## config.mk

```make
export PLATFORM = sky130hd
export DESIGN_NAME = wb_stage_nw
export DESIGN_NICKNAME = d
export VERILOG_FILES = /design/src/rtl/wb_stage_nw.sv
export SDC_FILE = /design/constraint.sdc
export NUM_CORES = 1
export LEC_CHECK = 0
export ABC_AREA = 1
export CORE_AREA = 2 2 360 362
export CTS_BUF_LIST = sky130_fd_sc_hd__clkbuf_4
export DETAILED_ROUTE_END_ITERATION = 10
export DIE_AREA = 0 0 362 364
export DONT_BUFFER_PORTS = 1
export GPL_TIMING_DRIVEN = 0
export PLACE_DENSITY = 0.33
export SLEW_MARGIN = 20
export SYNTH_ARGS = -nofsm -noshare
export SYNTH_HDL_FRONTEND = slang
export SYNTH_SLANG_ARGS = --single-unit
```

## constraint.sdc

```tcl
create_clock -name clk -period 2.3 [get_ports clk]
set_input_delay 0.115 -clock clk [delete_from_list [all_inputs] [get_ports clk]]
set_output_delay 0.115 -clock clk [all_outputs]
set_load 0.02 [all_outputs]
```

## src/rtl/wb_stage_nw.sv

```systemverilog
// N-lane writeback stage: registers retiring lanes toward the regfile and
// commit trace. The oldest redirecting lane wins and kills the younger lanes
// behind it. Wrong-path arrivals are squashed for SHADOW cycles after a
// redirect. Also handles stall/flush and keeps a wrapping retire counter.
//
// state  | meaning
// IDLE   | inputs accepted normally
// SQUASH | post-redirect shadow; every input lane is treated as invalid
module wb_stage_nw #(
    parameter int LANES  = 2,
    parameter int XLEN   = 64,
    parameter int RD_W   = 5,
    parameter int SHADOW = 1
) (
    input  logic                    clk,
    input  logic                    rst_n,
    input  logic                    stall_i,
    input  logic                    flush_i,
    input  logic [LANES-1:0]        wb_valid_i,
    input  logic [LANES*RD_W-1:0]   wb_rd_i,
    input  logic [LANES*XLEN-1:0]   wb_value_i,
    input  logic [LANES*XLEN-1:0]   wb_pc_i,
    input  logic [LANES*32-1:0]     wb_inst_i,
    input  logic [LANES-1:0]        wb_redirect_i,
    input  logic [LANES*XLEN-1:0]   wb_redirect_pc_i,
    output logic [LANES-1:0]        wb_valid_o,
    output logic [LANES*RD_W-1:0]   wb_rd_o,
    output logic [LANES*XLEN-1:0]   wb_value_o,
    output logic [LANES*XLEN-1:0]   wb_pc_o,
    output logic [LANES*32-1:0]     wb_inst_o,
    output logic                    wb_redirect_o,
    output logic [XLEN-1:0]         wb_redirect_pc_o,
    output logic [63:0]             retire_cnt_o
);

    typedef enum logic {IDLE, SQUASH} state_t;

    state_t                  state_q, state_d;
    logic [3:0]              cnt_q, cnt_d;
    logic                    accept;
    logic [LANES-1:0]        ev;
    logic [LANES-1:0]        keep;
    logic                    win;
    logic [XLEN-1:0]         win_pc;
    logic [63:0]             ret_inc;

    logic [LANES-1:0]        valid_q, valid_d;
    logic                    redirect_q, redirect_d;
    logic [XLEN-1:0]         redirect_pc_q, redirect_pc_d;
    logic [63:0]             retire_q, retire_d;
    logic [LANES*RD_W-1:0]   rd_q;
    logic [LANES*XLEN-1:0]   value_q;
    logic [LANES*XLEN-1:0]   pc_q;
    logic [LANES*32-1:0]     inst_q;

    assign accept = !stall_i && !flush_i;

    // Oldest-lane redirect arbitration; lanes after the winner are killed.
    always_comb begin
        ev      = wb_valid_i & {LANES{state_q == IDLE}};
        win     = 1'b0;
        keep    = '0;
        win_pc  = '0;
        ret_inc = '0;
        for (int k = 0; k < LANES; k++) begin
            if (!win) keep[k] = ev[k];
            if (!win && ev[k] && wb_redirect_i[k]) begin
                win    = 1'b1;
                win_pc = wb_redirect_pc_i[k*XLEN +: XLEN];
            end
        end
        for (int k = 0; k < LANES; k++) begin
            ret_inc = ret_inc + 64'(keep[k]);
        end
    end

    // FSM state register and shadow counter.
    always_ff @(posedge clk or negedge rst_n) begin
        if (!rst_n) begin
            state_q <= IDLE;
            cnt_q   <= '0;
        end else begin
            state_q <= state_d;
            cnt_q   <= cnt_d;
        end
    end

    // Next state: flush wins, stall freezes, shadow counts non-stalled cycles.
    always_comb begin
        state_d = state_q;
        cnt_d   = cnt_q;
        if (flush_i) begin
            state_d = IDLE;
            cnt_d   = '0;
        end else if (!stall_i) begin
            case (state_q)
                IDLE: begin
                    if (win && (SHADOW > 0)) begin
                        state_d = SQUASH;
                        cnt_d   = 4'(SHADOW);
                    end
                end
                SQUASH: begin
                    if (cnt_q <= 4'd1) begin
                        state_d = IDLE;
                        cnt_d   = '0;
                    end else begin
                        cnt_d = cnt_q - 4'd1;
                    end
                end
                default: begin
                    state_d = IDLE;
                    cnt_d   = '0;
                end
            endcase
        end
    end

    // Output next values: redirect pulses once, its target holds until the next.
    always_comb begin
        valid_d       = valid_q;
        redirect_d    = 1'b0;
        redirect_pc_d = redirect_pc_q;
        retire_d      = retire_q;
        if (flush_i) begin
            valid_d = '0;
        end else if (accept) begin
            valid_d  = keep;
            retire_d = retire_q + ret_inc;
            if (win) begin
                redirect_d    = 1'b1;
                redirect_pc_d = win_pc;
            end
        end
    end

    // Control-side output registers.
    always_ff @(posedge clk or negedge rst_n) begin
        if (!rst_n) begin
            valid_q       <= '0;
            redirect_q    <= 1'b0;
            redirect_pc_q <= '0;
            retire_q      <= '0;
        end else begin
            valid_q       <= valid_d;
            redirect_q    <= redirect_d;
            redirect_pc_q <= redirect_pc_d;
            retire_q      <= retire_d;
        end
    end

    // Lane data registers capture on every accepted cycle, valid or not.
    always_ff @(posedge clk or negedge rst_n) begin
        if (!rst_n) begin
            rd_q    <= '0;
            value_q <= '0;
            pc_q    <= '0;
            inst_q  <= '0;
        end else if (accept) begin
            rd_q    <= wb_rd_i;
            value_q <= wb_value_i;
            pc_q    <= wb_pc_i;
            inst_q  <= wb_inst_i;
        end
    end

    assign wb_valid_o       = valid_q;
    assign wb_rd_o          = rd_q;
    assign wb_value_o       = value_q;
    assign wb_pc_o          = pc_q;
    assign wb_inst_o        = inst_q;
    assign wb_redirect_o    = redirect_q;
    assign wb_redirect_pc_o = redirect_pc_q;
    assign retire_cnt_o     = retire_q;

endmodule
```

==> results summary, run 1 <==
The horizontal die dimension came out at approximately 360 um. Buffers inserted during clock tree synthesis total ~150. The adder-cell share of the synthesized area came out at less than 1%. The number of top-level design ports is ~900. The count of instances resized after the clock tree is built is 68. The leading register cell type out of synthesis is sky130_fd_sc_hd__dfrtp_1. The multiplexer area fraction after synthesis came out at 0%. The simple-gate area share of the yosys netlist is a little under a third.

In this run the cell area of the synthesized design comes to 19,600 um2. The terminating stage of the flow is clock tree synthesis (4_1_cts). After synthesis, the mean cell area works out to between 8 and 9 um2. The number of distinct library cell variants in the gate-level netlist after synthesis came out at 32. The flow did not finish. The H-tree was split into 4 levels. The height of the die came out at 364 um. The proportion of synthesized chip area in sequential cells is 59.4%. The fraction of the mapped netlist area in compound gates is about 2.3%. The number of buffers inserted by post-CTS setup repair is 22. The placed wire-length estimate is ~75,000 um. The synthesis-stage register bit count came out at ~470.

After synthesis, the largest family of logic cells by area is simple AND/OR/NAND/NOR gates. Yosys printed 0 warnings. The async set or reset register ratio after synthesis came out at 100%. The first error in the log reads "[ERROR RSZ-0060] Max buffer count reached".

The number of buffers inserted for hold repair after clock tree synthesis is 853. Routability-driven placement finished with a final weighted congestion of between 0.8 and 0.9. The root buffer cell chosen for the clock tree is sky130_fd_sc_hd__clkbuf_4. Port buffering added 0 buffers. The floorplan row count came out at around 130.

The xor/xnor share of the synthesized area came out at 2.19%. The number of enable-type register cells in the synthesized netlist is 0. The maximum clock path buffer count came out at 3.

Counting every sink on the clock net gives between 400 and 500. The initial standard-cell utilization of the core came out at between 10% and 20%. The number of nets in the synthesized netlist is between 2,000 and 3,000. The cell count after synthesis came out at 2,302.
[cell families after synthesis]
group           Yosys count
simple gates           1514
compound gates           75
xor+xnor                 49
buf+inv                 194
flops                   466
fa+ha+maj                 4
[Yosys cell counts, types with 9 or more instances]
library cell	count	share of area, %
sky130_fd_sc_hd__nor3_1	16	0.41
sky130_fd_sc_hd__nand4_1	19	0.61
sky130_fd_sc_hd__dfrtp_1	466	59
sky130_fd_sc_hd__xnor2_1	26	1.2
sky130_fd_sc_hd__nor2_2	13	0.41
sky130_fd_sc_hd__nand2_2	11	0.35
sky130_fd_sc_hd__nand2_1	1129	22
sky130_fd_sc_hd__nand3_1	172	4.4
sky130_fd_sc_hd__a31oi_1	64	2.0
sky130_fd_sc_hd__nor2_4	11	0.63
sky130_fd_sc_hd__clkbuf_1	48	0.92
sky130_fd_sc_hd__buf_4	9	0.34
sky130_fd_sc_hd__xor2_1	23	1.0
sky130_fd_sc_hd__buf_2	55	1.4
sky130_fd_sc_hd__inv_1	68	1.3
sky130_fd_sc_hd__nor2_1	132	2.5
[metrics by stage]
| stage | cells | TNS [ns] | hold WS [ns] | worst slack, ns | area (um2) |
|---|---|---|---|---|---|
| after detailed placement | 3977 | -48.19 | -0.174 | -1.19 | 21700 |
| after global placement | 3977 | -49.17 | -0.171 | -1.20 | 21700 |
| after floorplan | 2302 | 0 | -0.181 | 0.0130 | 19600 |
==> run 2: changes to the inputs <==
Settings changed: CORE_AREA 2 2 360 362 to 2 2 359 361, CTS_BUF_LIST sky130_fd_sc_hd__clkbuf_4 to default, DIE_AREA 0 0 362 364 to 0 0 361 363, PLACE_DENSITY 0.33 to default, PLACE_DENSITY_LB_ADDON from default to 0.15.
Clock period 2.3 ns to 3 ns, I/O delays scaled along.
==> run 2 against run 1 <==
The flow now finishes, with violations (negative hold slack, max-slew violations); synthesized area unchanged; synthesized cell count stayed put.
==> results summary, run 2 <==
Of all nets on the critical path, the largest fanout is 10. Setup repair after global routing left no endpoint under its margin. The async set or reset register ratio after synthesis came out at 100%.

The finished cells cover 28,500 um2. In this run the remaining antenna-violating nets after routing total 0. The number of buffers inserted for hold repair after clock tree synthesis came out at approximately 470.

The layout overhead on the synthesized area is 45.1%. The quantity of I/O buffers inserted on ports came out at 0. The worst slack on hold paths came out at -0.800 ns. The via count of the first global-routing pass came to 19,000. The endpoint arrival time on the critical path came out at approximately 3.3 ns. The part of the cycle the worst path needs came out at between 90% and 100%.

The commonest cells after synthesis are sky130_fd_sc_hd__nand2_1, sky130_fd_sc_hd__dfrtp_1, sky130_fd_sc_hd__nand3_1, sky130_fd_sc_hd__nor2_1, sky130_fd_sc_hd__inv_1. The die footprint came out at between 100,000 and 150,000 um2. The global-route usage over all layers came out at about 15%. The post-synthesis instance area is a little under 20,000 um2. Routability-driven placement finished with a final weighted congestion of ~0.83. In this run the deepest clock path goes through 3 buffers. The final wirelength is 98,900 um.

The accumulated negative setup slack is 0 ns. The cell-internal power came out at between 0.01 and 0.015 W. In this run the static leakage power is 13.2 nW.

Dividing total power by cell area gives a power density of between 600 and 700 nW/um2. Leaving out fill and tap cells, the most frequent cells in the layout are sky130_fd_sc_hd__nand2_1, sky130_fd_sc_hd__dfrtp_1, sky130_fd_sc_hd__dlygate4sd3_1. The number of enable-type register cells in the synthesized netlist came out at 0. The buffer type at the clock tree root is sky130_fd_sc_hd__clkbuf_16. The per-cell via count in the routed design came out at 3.91. The count of final max-slew check failures is 40.

The proportion of synthesized chip area in sequential cells is about three fifths. The switching share of power is ~33%. Entering global routing, the biggest net connects between 400 and 500 pins. Leaving out fill and tap cells, the most frequent cell in the layout is sky130_fd_sc_hd__nand2_1. The required arrival time at the worst endpoint is between 3 and 4 ns. The first-pass GRT wire length came out at approximately 140,000 um. The H-tree depth reported by CTS came out at 2. The final-report hold violation count is around 470. The delay of the slowest critical-path stage came out at approximately 0.4 ns. The flow ran to the end, but the final reports show violations. The worst relative slew slack is -1.53%.

The net count reported at finish is 3,299. The initial standard-cell utilization of the core came out at about 15%. The count of endpoints failing setup in the final report is 0. The number of nets in the synthesized netlist came out at ~2,800. The count of TritonRoute iterations in the first routing pass came out at 5. The CTS tree is yes. The number of sinks on the clock net came out at ~470. The worst setup path is captured at a register.

In this run the vertical extent of the chip is about 360 um. The clock latency on the worst-skew pair is approximately 0.65 ns. Timing would allow up to around 0.37 GHz.

The checks that failed: negative hold slack, max-slew violations. The placeable core region is 127,000 um2. The combinational fraction of design power is 11.5%. STA classifies the critical path startpoint as a register. The floorplan row count came out at around 130.

The cell taking the most area after synthesis is sky130_fd_sc_hd__dfrtp_1. The net switching power figure is between 0.006 and 0.007 W. Counting cells, the worst reg-to-reg path comes to 16. Summed over all nets, the half-perimeter wirelength after detailed placement is 76,300 um.

The type of the worst setup path is register to register. The number of buffers inserted by post-CTS setup repair is 0. The fraction of final layout cells sized beyond drive strength 1 came out at under 10%.

The number of distinct library cell variants in the gate-level netlist after synthesis came out at 32. The shortest clock period the worst path allows after layout is between 2 and 3 ns. The critical path goes through inv_2 -> nand3_2 -> nand2_1 -> inv_1 -> clkbuf_4 -> fa_1 -> ha_1 -> nand2_1 -> nor2_2 -> nand2_2 -> nor2_8 -> nand3_2 -> nor2_2 -> nand3_1 -> nand2_1 -> inv_1. The fraction of power consumed by sequential logic is around half. The fraction of power consumed by the clock network is between 40% and 50%.

The via count came out at roughly 18,000. The detailed router finished its first iteration with ~1,000 violations. The most used flip-flop cell after synthesis is sky130_fd_sc_hd__dfrtp_1. Global routing finished with a remaining overflow of 0. The clock-pin slew of the registers on the worst-case setup and hold paths is 0.06 ns. The share of synthesized area in the top cell type comes to slightly below 60%. Each instance of the synthesized netlist takes up on average between 8 and 9 um2. The post-synthesis cell count came out at approximately 2,300. Ranked by total cell area, the synthesized netlist is headed by sky130_fd_sc_hd__dfrtp_1, sky130_fd_sc_hd__nand2_1, sky130_fd_sc_hd__nand3_1, sky130_fd_sc_hd__nor2_1, sky130_fd_sc_hd__a31oi_1. The initial antenna violation count is 19. The number of violations of the max-capacitance limit came out at 0.

The routed length per placed instance is about 22 um. The total placed cells including tap cells came out at ~4,000. In this run the worst hold path is classified as primary input to asynchronous set/reset pin. The total CTS buffers is 60. The worst-case IR drop observed on VDD is 0.465 mV. At the pin with the least slew margin, the transition time is ~1.5 ns. The number of top-level design ports is around 930. Among the stages of the critical path, the cell type that occurs most often is sky130_fd_sc_hd__nand2_1. Yosys instantiated no cell more often than sky130_fd_sc_hd__nand2_1. Among all stages on the critical path, the largest delay is contributed by sky130_fd_sc_hd__dfrtp_1.

The final cell count without fillers is ~4,500. The count of synthesis-stage warnings from yosys came out at 0. The final routed DRC violation total is 0. The horizontal die dimension is ~360 um. The total design power is 0.0190 W. The worst clock skew is between 0.015 and 0.02 ns. The synthesis-stage register bit count is around 470. The cell area after placement is about 22,000 um2.
[run 2: cell counts after synthesis]
Identical to the previous run, type by type.
[run 2: layout make-up]
cell class / count / area (um2)
multi-input combinational: 1642 / 7120
fill: 14100 / 98600
clock inverter: 24 / 292
sequential: 466 / 11700
timing repair buffer: 466 / 4660
antenna: 7 / 17.5
tap: 1662 / 2080
clock buffer: 88 / 1780
inverter: 77 / 293
buffer: 116 / 551
[run 2: per-stage QoR]
step / hold WS (ns) / util, % / worst slack [ns]
2_1_floorplan: -0.146 / - / 0.713
3_3_place_gp: -0.127 / 17.1 / -0.251
3_5_place_dp: -0.133 / 17.1 / -0.229
4_1_cts: -0.858 / 22.4 / 0.0363
5_1_grt: -0.864 / 22.4 / 0.0191
6_report: -0.800 / 22.4 / 0.297
[run 2: repair_timing]
action | CTS | global route
setup endpoints to repair | 37 | 53
endpoints found under the hold margin | 867 | 466
gates resized for setup | 0 | 4
pin swaps | 0 | 0
[run 2: kinds of logic (layout without fill, tap and decap cells)]
family	after synthesis	after routing	synth area share (%)
flip-flops	466	466	59.4
other	0	7	0
AND/OR/NAND/NOR	1514	1514	31.5
XOR/XNOR	49	49	2.19
buffers and inverters	194	771	4.27
adder cells (fa/ha/maj)	4	4	0.293
AO/OA/AOI/OAI	75	75	2.35
[run 2: path summary, 6_finish.rpt]
kind	end	start	slack, ns
min in group clk	cnt_q[2]$_DFFE_PN0P_	wb_redirect_i[1]	0.07
max in group asynchronous	retire_cnt_o[11]$_DFFE_PN0P_	rst_n	2.57
worst max register to register	retire_cnt_o[60]$_DFFE_PN0P_	state_q$_DFFE_PN0P_	0.30
worst min-delay path	wb_inst_o[13]$_DFFE_PN0P_	rst_n	-0.80
worst min register to register	cnt_q[3]$_DFFE_PN0P_	cnt_q[3]$_DFFE_PN0P_	0.54
worst max-delay path	retire_cnt_o[60]$_DFFE_PN0P_	state_q$_DFFE_PN0P_	0.30
[run 2: critical path, delay by kind of cell, from the launching register on]
kind | cells | cell delay, ns
and+or+nand+nor | 10 | 1.27
adders and majority gates | 2 | 0.48
buffers and inverters | 4 | 0.46
DFF | 1 | 0.40
[run 2: routing by layer]
layer / vias to the layer above / wire length [um] / global-route usage [%]
met5: - / 88 / 0
met4: 14 / 3120 / 4.91
met3: 145 / 7860 / 4.95
met2: 727 / 48400 / 24.6
met1: 8618 / 39400 / 17.2
li1: 8280 / - / -
[run 2: power groups by stage]
stage | sequential [W] | combinational [W] | clock, W
finish | 0.00914 | 0.00219 | 0.00764
global route | 0.00923 | 0.00247 | 0.00822
CTS | 0.00917 | 0.00220 | 0.00795
detailed placement | 0.00927 | 0.00139 | 0
global placement | 0.00930 | 0.00138 | 0
floorplan | 0.00871 | 0.00103 | 0
No activity file was read; power rests on OpenSTA's default activity.
